### src/rtl/mux4_arbiter.sv
// mux4_arbiter: round-robin owner selection for a shared 4:1 mux path.
// The owner is held for at most MAX_HOLD consecutive cycles while another requester waits.
// All outputs come straight from flops, so no combinational path runs from req to any output.
module mux4_arbiter #(
  parameter int unsigned MAX_HOLD = 8
) (
  input  logic       clk,
  input  logic       rst_n,
  input  logic [3:0] req,
  output logic [3:0] gnt,
  output logic       s,
  output logic       s0,
  output logic       busy,
  output logic       timeout
);

  localparam int unsigned CNT_W = 8;
  localparam int unsigned IDX_W = 2;
  localparam int unsigned REQ_W = 4;

  typedef enum logic {
    ST_IDLE  = 1'b0,
    ST_GRANT = 1'b1
  } state_e;

  state_e             state_q, state_d;
  logic [IDX_W-1:0]   owner_q, owner_d;
  logic [IDX_W-1:0]   last_q, last_d;
  logic [CNT_W-1:0]   cnt_q, cnt_d;
  logic [REQ_W-1:0]   gnt_q, gnt_d;
  logic               s_q, s_d;
  logic               s0_q, s0_d;
  logic               busy_q, busy_d;
  logic               timeout_q, timeout_d;

  logic [REQ_W-1:0]   others;
  logic [IDX_W:0]     pick_all;
  logic [IDX_W:0]     pick_oth;
  logic               do_grant;
  logic               do_idle;
  logic [IDX_W-1:0]   grant_idx;

  // Round-robin search starting after the last grant; returns {found, index}.
  function automatic logic [IDX_W:0] rr_pick(input logic [REQ_W-1:0] cand,
                                             input logic [IDX_W-1:0] last);
    logic             found;
    logic [IDX_W-1:0] idx;
    logic [IDX_W-1:0] pick;
    found = 1'b0;
    pick  = '0;
    for (int unsigned k = 1; k <= REQ_W; k++) begin
      idx = last + IDX_W'(k);
      if (!found && cand[idx]) begin
        found = 1'b1;
        pick  = idx;
      end
    end
    return {found, pick};
  endfunction

  // Arbitration candidates: all requesters, and all except the current owner.
  always_comb begin
    others   = req & ~(REQ_W'(1) << owner_q);
    pick_all = rr_pick(req, last_q);
    pick_oth = rr_pick(others, last_q);
  end

  // Next-state and next-output decision.
  always_comb begin
    state_d   = state_q;
    owner_d   = owner_q;
    last_d    = last_q;
    cnt_d     = cnt_q;
    gnt_d     = gnt_q;
    s_d       = s_q;
    s0_d      = s0_q;
    busy_d    = busy_q;
    timeout_d = 1'b0;
    do_grant  = 1'b0;
    do_idle   = 1'b0;
    grant_idx = '0;

    case (state_q)
      ST_IDLE: begin
        if (pick_all[IDX_W]) begin
          do_grant  = 1'b1;
          grant_idx = pick_all[IDX_W-1:0];
        end
      end
      ST_GRANT: begin
        if (!req[owner_q]) begin
          // Release takes precedence over a simultaneous hold limit: never a timeout.
          if (pick_oth[IDX_W]) begin
            do_grant  = 1'b1;
            grant_idx = pick_oth[IDX_W-1:0];
          end else begin
            do_idle = 1'b1;
          end
        end else if (cnt_q >= CNT_W'(MAX_HOLD)) begin
          if (pick_oth[IDX_W]) begin
            do_grant  = 1'b1;
            grant_idx = pick_oth[IDX_W-1:0];
            timeout_d = 1'b1;
          end else begin
            cnt_d = CNT_W'(1);
          end
        end else begin
          cnt_d = cnt_q + CNT_W'(1);
        end
      end
      default: begin
        do_idle = 1'b1;
      end
    endcase

    if (do_grant) begin
      state_d = ST_GRANT;
      owner_d = grant_idx;
      last_d  = grant_idx;
      cnt_d   = CNT_W'(1);
      gnt_d   = REQ_W'(1) << grant_idx;
      s_d     = grant_idx[1];
      s0_d    = grant_idx[0];
      busy_d  = 1'b1;
    end else if (do_idle) begin
      state_d = ST_IDLE;
      cnt_d   = '0;
      gnt_d   = '0;
      busy_d  = 1'b0;
    end
  end

  // State and output registers with synchronous active-low reset.
  always_ff @(posedge clk) begin
    if (!rst_n) begin
      state_q   <= ST_IDLE;
      owner_q   <= '0;
      last_q    <= IDX_W'(3);
      cnt_q     <= '0;
      gnt_q     <= '0;
      s_q       <= 1'b0;
      s0_q      <= 1'b0;
      busy_q    <= 1'b0;
      timeout_q <= 1'b0;
    end else begin
      state_q   <= state_d;
      owner_q   <= owner_d;
      last_q    <= last_d;
      cnt_q     <= cnt_d;
      gnt_q     <= gnt_d;
      s_q       <= s_d;
      s0_q      <= s0_d;
      busy_q    <= busy_d;
      timeout_q <= timeout_d;
    end
  end

  assign gnt     = gnt_q;
  assign s       = s_q;
  assign s0      = s0_q;
  assign busy    = busy_q;
  assign timeout = timeout_q;

endmodule

### config.mk
export PLATFORM = sky130hd
export DESIGN_NAME = mux4_arbiter
export DESIGN_NICKNAME = d
export VERILOG_FILES = /design/src/rtl/mux4_arbiter.sv
export SDC_FILE = /design/constraint.sdc
export NUM_CORES = 1
export LEC_CHECK = 0
export CAP_MARGIN = 20
export CORE_UTILIZATION = 35
export DETAILED_ROUTE_END_ITERATION = 10
export MAX_ROUTING_LAYER = met4
export SLEW_MARGIN = 30
export SYNTH_ARGS = -nofsm -noshare
export SYNTH_HDL_FRONTEND = slang
export SYNTH_SLANG_ARGS = --single-unit
### constraint.sdc
create_clock -name clk -period 3.9 [get_ports clk]
set_clock_uncertainty 0.05 [all_clocks]
set_input_delay 0.78 -clock clk [delete_from_list [all_inputs] [get_ports clk]]
set_output_delay 0.78 -clock clk [all_outputs]
set_load 0.02 [all_outputs]
Yosys cells after proc, flatten, opt, wreduce, memory -nomap -nowiden --
Index checks and enable logic that the tools add are counted. W data, S select, Z words.
Word-level totals: bits of input ports 6, bits in read-only memories 0, latch bits 0, register bits after elaboration 20, memories 0, output and inout port bits 8, memory bits (writable) 0, word-level logic and storage cells 103
Cells by class: multiplexer cells 57, $add $sub $neg 4, reduce and logical (&&, ||, !) cells 19, multipliers 0, shifts and indexed selects 2, equality and inequality tests 2, div/mod/pow operators 0, magnitude comparators 6, bitwise gates (word level) 4
Operators by type and width (count):
- $mux W1 | 30
- $mux W2 | 12
- $bmux W1 S2 | 9
- $mux W8 | 2
- $lt A2 B3 Y1 const B | 5
- $reduce_and A3 Y1 | 3
- $add A8 B1 Y8 const B | 1
- $ge A8 B4 Y1 const B | 1
- $mux W4 | 2
- $shl A1 B2 Y4 const A | 2
- $logic_and A1 B1 Y1 | 6
- $logic_not A1 Y1 | 6
- $reduce_bool A3 Y1 | 2
- $add A2 B2 Y2 const B | 2
- $and A4 B4 Y4 | 1
- $ne A4 B4 Y1 const B | 1
- $not A4 Y4 | 1
- $pmux W2 S2 | 1
- $reduce_or A3 Y1 | 1
- $add A2 B1 Y2 const B | 1
- $ne A2 B2 Y1 const B | 1
- $not A1 Y1 | 2
- $pmux W1 S2 | 1
- $reduce_bool A2 Y1 | 1

Depth between registers and ports, before layout --
Gate-level depths: netlist of the first run.
depth after elaboration 21, depth in mapped cells 8, mapped depth without buffers 7

Least setup slack after synthesis of the first run --
Ideal clock, no wire load.
path kind input to register, start in req[3], end reg cnt_q[3], cell stages on the path 8, setup time 73 ps, path buffers 1, data arrival time 2737 ps, required time 3777 ps, setup slack 1041 ps, cells stage by stage buf_2 > mux2_4 > o211ai_2 > o31ai_1 > or4b_4 > a21bo_1 > or4_1 > a21oi_1
On the way: cells in the longest elaborated chain, start to end 18, elaborated cells on any way between the ends 50, those cells by class 1 x eq/ne; 34 x mux; 1 x bitwise; 14 x reduce/logical
RTL lines:
- from (decl) | RTL line 9 | input logic [3:0] req,
- $and A4 B4 Y4 | RTL line 63 | others = req & ~(REQ_W'(1) << owner_q);
- $bmux W1 S2 | RTL line 53 | if (!found && cand[idx]) begin
- $mux W1 (implied by the code) | RTL line 53
- $mux W1 | RTL line 53
- $logic_not A1 Y1 | RTL line 53
- $logic_and A1 B1 Y1 | RTL line 53
- $mux W1 | RTL line 53
- $logic_not A1 Y1 | RTL line 53
- [2 not listed]
- $logic_not A1 Y1 | RTL line 53
- $logic_and A1 B1 Y1 | RTL line 53
- $mux W1 | RTL line 53
- $mux W1 | RTL line 93, 100
- $mux W1 | RTL line 99 | end else if (cnt_q >= CNT_W'(MAX_HOLD)) begin
- $mux W1 | RTL line 91 | if (!req[owner_q]) begin
- $pmux W1 S2 | RTL line 83 | case (state_q)
- $reduce_or A3 Y1 (no source line)
- to (signal assigned) | RTL line 149 | cnt_q <= cnt_d;
- to (decl) | RTL line 29 | logic [CNT_W-1:0] cnt_q, cnt_d;
Several ways; a longest one is shown, not always the timed one. The select of a mux whose other input is x is not followed. A chain may end at the register's enable or synchronous reset.

Final worst setup path of the first run --
Same ends and word-level chain as after synthesis.

==> results of run 1 <==
Yosys cell counts (2+ instances only):
cell	count	share of area
ha_1	2	0.022
nand2_1	12	0.039
a31oi_1	2	0.011
mux2i_1	2	0.017
and2_1	6	0.033
o211ai_1	3	0.020
dfxtp_1	18	0.31
clkbuf_1	4	0.013
a32oi_1	2	0.015
o21ai_0	5	0.022
nor2_1	10	0.033
a21boi_0	2	0.013
inv_1	9	0.030
and3_1	2	0.011
nor2b_1	2	0.011
a32o_1	2	0.017
o2bb2ai_1	2	0.015
a21oi_1	9	0.039
a221oi_1	2	0.015
a211oi_1	2	0.013
a22oi_1	3	0.020
nor4_1	3	0.016
nand2b_1	7	0.038
a221o_1	2	0.017
buf_4	2	0.013
cell usage in the layout, fill, tap and decap left out, types with 2 or more instances in the layout:
| cell | n |
|---|---|
| a32oi_1 | 2 |
| nor2b_1 | 2 |
| a221o_1 | 2 |
| o2bb2ai_1 | 2 |
| a221oi_1 | 2 |
| nor2_1 | 10 |
| clkbuf_4 | 3 |
| nand2_1 | 12 |
| nand2b_1 | 7 |
| clkdlybuf4s50_1 | 13 |
| mux2i_1 | 2 |
| ha_1 | 2 |
| o21ai_0 | 5 |
| inv_1 | 9 |
| a21boi_0 | 2 |
| a211oi_1 | 2 |
| a22oi_1 | 3 |
| a32o_1 | 2 |
| a21oi_1 | 9 |
| and3_1 | 2 |
| nor4_1 | 3 |
| dfxtp_1 | 18 |
| o211ai_1 | 3 |
| and2_1 | 6 |
| a31oi_1 | 2 |
metal layers:
metal,up-vias,wire [um]
met1,506,1275
li1,528,-
met5,-,0
met4,0,34
met2,30,1263
met3,4,107
area by class of cell:
class                           instances  area (sq um)  area share
Sequential cell                        18         360.3      0.2743
Tap cell                               44         55.05     0.04190
Multi-Input combinational cell        102         704.4      0.5362
Inverter                                9         33.78     0.02571
Clock buffer                            3         22.52     0.01714
Timing Repair Buffer                   14         137.6      0.1048
sequential cells by signal (all words and copies together) (netlist names):
name,flops
gnt,4
owner_q,2
cnt_q,8
busy,1
last_q,2
timeout,1
worst max-delay path: stages:
cell and delay [ps]:
clkdlybuf4s50_1 580, mux2_4 350, o211ai_2 80, o31ai_1 110, or4b_4 600, a21bo_1 260, or4_1 470, a21oi_1 150
how the worst max path moves through the flow:
stage / startpoint / to / cells past startpoint
2_1_floorplan: req[3] / cnt_q[3] / 8
3_3_place_gp: req[3] / cnt_q[3] / 8
3_5_place_dp: req[3] / cnt_q[3] / 8
4_1_cts: req[3] / cnt_q[3] / 8
5_1_grt: req[3] / cnt_q[3] / 8
6_report: req[3] / cnt_q[3] / 8
stage by stage:
stage / util / setup WS [ps] / instance area, sq um / power (uW) / cells
2_1_floorplan: - / 1041 / 1145 / 382.1 / 137
3_3_place_gp: 0.4195 / 453.7 / 1291 / 433.5 / 187
3_5_place_dp: 0.4195 / 407.5 / 1291 / 438.1 / 187
4_1_cts: 0.4268 / 687.8 / 1314 / 527.0 / 190
5_1_grt: 0.4268 / 535.0 / 1314 / 561.3 / 190
6_report: 0.4268 / 669.3 / 1314 / 525.6 / 190
logic make-up (layout without fill, tap and decap cells):
group / after synthesis / in the layout
buf+inv: 17 / 26
fa+ha+maj: 2 / 2
compound gates: 47 / 47
simple gates: 48 / 48
xor+xnor: 1 / 1
mux: 4 / 4
flops: 18 / 18
power groups by stage:
stage / logic [uW] / clock network [uW] / registers, uW
after floorplan: 153 / 0 / 229
after global placement: 197 / 0 / 237
after detailed placement: 201 / 0 / 237
after CTS: 202 / 92.5 / 232
after global routing: 224 / 100 / 237
final: 204 / 89.0 / 233
==> qor.yml, run 1 <==
setup_violations: 0
hold_buffers: 0
timing.hold.ws_ps: 419.2
syn2layout_area_growth_pct: 14.75
rows: 20
start_util: 0.3720
vias: 1068
yosys.area_share.xor_xnor: 0.01421
finalCritPeriodShare: 0.8284
synth_enable_flop_cells: 0
synthCells: 137
grt_pass1_wl_mm: 4.616
vias_per_cell: 5.621
wl_per_cell_um: 14.11
routed_wl_mm: 2.681
dp.final_hpwl_mm: 1.998
p_per_area_nw_per_um2: 400.1
power.share.clock: 0.169
grtUsageTotal: 0.1783
synth.area.mux_share: 0.05027
critPathLaunchType: "input pin"
routabilityCongestion: 0.8619
cts_buffers: 3
end_kind: "flop"
synth_area_per_cell_sq_um: 8.357
cts_tree: "yes"
fmax_mhz: 309.5
reg2reg_depth: 7
grt_start_max_net_pins: 16
antenna_found_initial: 0
arrival_ps: 3400
worst_pin_slew_ps: 711.3
cts_resized: 0
relSlewSlack: 0.5198
synth.yosys.seq_area_share: 0.3148
synth_fa_ha_area_frac: 0.02186
worstHoldStart: "cnt_q[3]"
yosysWarnings: 0
leakage_uw: 0.0005016
clk_pin_slew_ps: 100
ys_types: 47
grt-busiest-layer: "met2"
async_flop_share: 0
worst_ep_required_time_ps: 4070
power.switching_uw: 197.5
die_y_um: 59.19
dr.pass1.iters: 4
num_antenna_cells: 0
die_area_sq_um: 3503
combPwrFrac: 0.388
ys_ff_latch: 18
grt_pass1_vias: 967
yosys.area_share.simple: 0.2230
met1_usage: 0.2430
slew_viol_final: 0
netlist_area_sq_um: 1145
remaining_drc_errors: 0
min_to: "cnt_q[3]"
hp-class: "flop to flop"
io_pins: 14
ys.flop_type: "dfxtp_1"
n_fill_cell: 300
rsz0062_at_grt: "false"
timing.setup.tns_ps: 0
cts_buffer_depth: 2
post-cts-setup-buffers: 0
synth_compound_area_frac: 0.3060
cp_max_fo: 10
grt_use_met3: 0.04803
ant_nets: 0
clock-sinks: 18
synth_top_family_by_area: "compound AO/OA/AOI/OAI gates"
drive_gt1_frac: 0.06849
clk_latency_ps: 290
overflow: 0
syn_nets: 145
r2r_end: "cnt_q[3]"
fp.coreArea_sq_um: 3078
die_w_um: 59.19
nNetsFinal: 156
drtIter0Drc: 63
regToRegSetupSlack_ps: 1130
sw_frac_of_total: 0.3757
root_buffer: "clkbuf_4"
ir_drop_v: 0.0002038
htreeDepth: 1
internal-power_uw: 328.1
port_buffers: 13
crit_type: "input pin to flop"
status: "complete, no violations"
use_met2: 0.2681
finalHoldViolCount: 0
maxCapViolations: 0
rr_startpoint: "last_q[0]"
p_seq_frac: 0.443
hold_depth: 2
final.min_clock_period_ps: 3231
Note: power is estimated with default switching activity, not from simulation.
==> run 2, diff against run 1 <==
clock period = 3 ns   (was 3.9 ns; I/O delays follow)
==> qor.yml, run 2 (same netlist as run 1, synthesis figures left out) <==
cts_tree: "yes"
min_to: "gnt[3]"
max_flop_register: "cnt_q"
worstHoldStart: "gnt[3]"
worst_ep_required_time_ps: 3190  # -880 ps
overflow: 0  # unchanged
rr_startpoint: "last_q[0]"
finalHoldViolCount: 0  # unchanged
end_kind: "flop"
dp.final_hpwl_mm: 2.098  # +5.0%
drtIter0Drc: 55  # -13%
grt_pass1_vias: 1035  # +7.0%
dr.pass1.iters: 4  # unchanged
die_w_um: 59.19  # unchanged
utilization: 0.4679  # +0.04106
cp_cell_sequence: "clkdlybuf4s50_1, nand2b_1, a21boi_0, o32ai_1, or4b_4, a21bo_1, or4_1, a21oi_1"
power_uw: 753.7  # +43%
remaining_drc_errors: 0  # unchanged
rsz0062_at_grt: "false"
p_seq_frac: 0.387  # -0.056
cts_buffers: 3  # unchanged
combPwrFrac: 0.414  # +0.026
critPathLaunchType: "input pin"
cts_buffer_depth: 2  # unchanged
final_common_cell: "dfxtp_1"
reg2reg_depth: 7  # unchanged
power.switching_uw: 266.8  # +35%
cp_max_fo: 4  # -6
nNetsFinal: 171  # +9.6%
power.share.clock: 0.198  # +0.029
grt_start_max_net_pins: 15  # -1
p_per_area_nw_per_um2: 523.3  # +31%
die_area_sq_um: 3503  # unchanged
hold_buffers: 0  # unchanged
clk_pin_slew_ps: 100  # about the same
leakage_uw: 0.0005800  # +16%
clock-sinks: 18  # unchanged
timing.hold.ws_ps: 416.8  # -2.392 ps
status: "complete, no violations"
die_y_um: 59.19  # unchanged
ir_drop_v: 0.0002538  # +25%
routabilityCongestion: 0.8924  # +3.5%
hp-class: "flop to flop"
sw_frac_of_total: 0.3540  # -0.02168
n_fill_cell: 301  # +0.33%
vias: 1126  # +5.4%
seqCellArea_sq_um: 360.3  # unchanged
rows: 20  # unchanged
ant_nets: 0  # unchanged
final.min_clock_period_ps: 2742
num_antenna_cells: 0  # unchanged
relSlewSlack: 0.6832  # +0.1634
multi_input_area_sq_um: 704.4  # unchanged
largest_register_ffs: 8  # unchanged
root_buffer: "clkbuf_4"
fp.coreArea_sq_um: 3078  # unchanged
routed_wl_mm: 2.684  # +0.11%
internal-power_uw: 486.8  # +48%
dp_worst_setup_slack_ps: -43.00  # -450.5 ps
maxCapViolations: 0  # unchanged
grt_pass1_wl_mm: 4.664  # +1.0%
io_pins: 14  # unchanged
start_util: 0.3720  # unchanged
syn2layout_area_growth_pct: 25.79
hold_depth: 1  # -1
cts_resized: 0  # unchanged
finalCritPeriodShare: 0.9138
setup_ws_ps: 258.5  # -410.8 ps
htreeDepth: 1  # unchanged
antenna_found_initial: 0  # unchanged
slew_viol_final: 0  # unchanged
fmax_mhz: 364.8
regToRegSetupSlack_ps: 310  # -820 ps
mostFrequentLayoutCells: "dfxtp_1, buf_4, clkdlybuf4s50_1"
crit_type: "input pin to flop"
setup_violations: 0  # unchanged
clk_latency_ps: 300  # about the same
worst_pin_slew_ps: 470.9  # -240.4 ps
port_buffers: 13  # unchanged
cp_slowest_stage_delay_ps: 570  # -30 ps
arrival_ps: 2930  # -470 ps
post-cts-setup-buffers: 0  # unchanged
vias_per_cell: 5.466  # -2.8%
r2r_end: "cnt_q[3]"
crit_slowest_cell: "or4b_4"
wl_per_cell_um: 13.03  # -7.7%
grtUsageTotal: 0.1834  # +0.005063
drive_gt1_frac: 0.1605  # +0.09200
[run 2: cell types whose count changed in the layout (fill, tap and decap cells not counted)]
| cell | change |
|---|---|
| buf_4 | +15 |
| clkbuf_8 | +1 |
[run 2: layout make-up]
type                       instances  share of cell area
sequential                        18              0.2502
multi-input combinational        102              0.4891
clock buffer                       4             0.02520
inverter                           9             0.02346
tap                               44             0.03823
timing repair buffer              29              0.1738
[run 2: power by group through the flow]
| stage | clock network (uW) | registers, uW | logic [uW] |
|---|---|---|---|
| after floorplan | 0 | 297 | 199 |
| after global placement | 0 | 297 | 307 |
| after detailed placement | 0 | 298 | 311 |
| after CTS | 155 | 292 | 312 |
| after global routing | 164 | 297 | 342 |
| final | 150 | 292 | 312 |
[run 2: worst max-delay path, delay by kind of cell]
family,cells,cell delay [ps]
compound gates,4,730
buf+inv,1,450
simple gates,3,1170
[run 2: metrics by stage]
step / area [sq um] / TNS [ps] / cells
global placement: 1404 / 0 / 202
floorplan: 1145 / 0 / 137
global route: 1440 / 0 / 206
detailed placement: 1404 / -54.10 / 202
CTS: 1440 / 0 / 206
finish: 1440 / 0 / 206
[run 2: routing by layer]
layer | wire length, um | track usage
met1 | 1207 | 0.2375
met3 | 170 | 0.05240
met2 | 1272 | 0.2681
met5 | 0 | -
met4 | 34 | 0.07143
[run 2: how the worst max path moves through the flow]
stage                 from        to  slack (ps)  cells after the start
floorplan           req[3]  cnt_q[3]         320                      8
global placement    req[3]  cnt_q[3]           6                      8
detailed placement  req[3]  cnt_q[3]         -40                      8
CTS                 req[3]  cnt_q[3]         280                      8
global route        req[3]  cnt_q[5]         160                      8
finish              req[3]  cnt_q[3]         260                      8
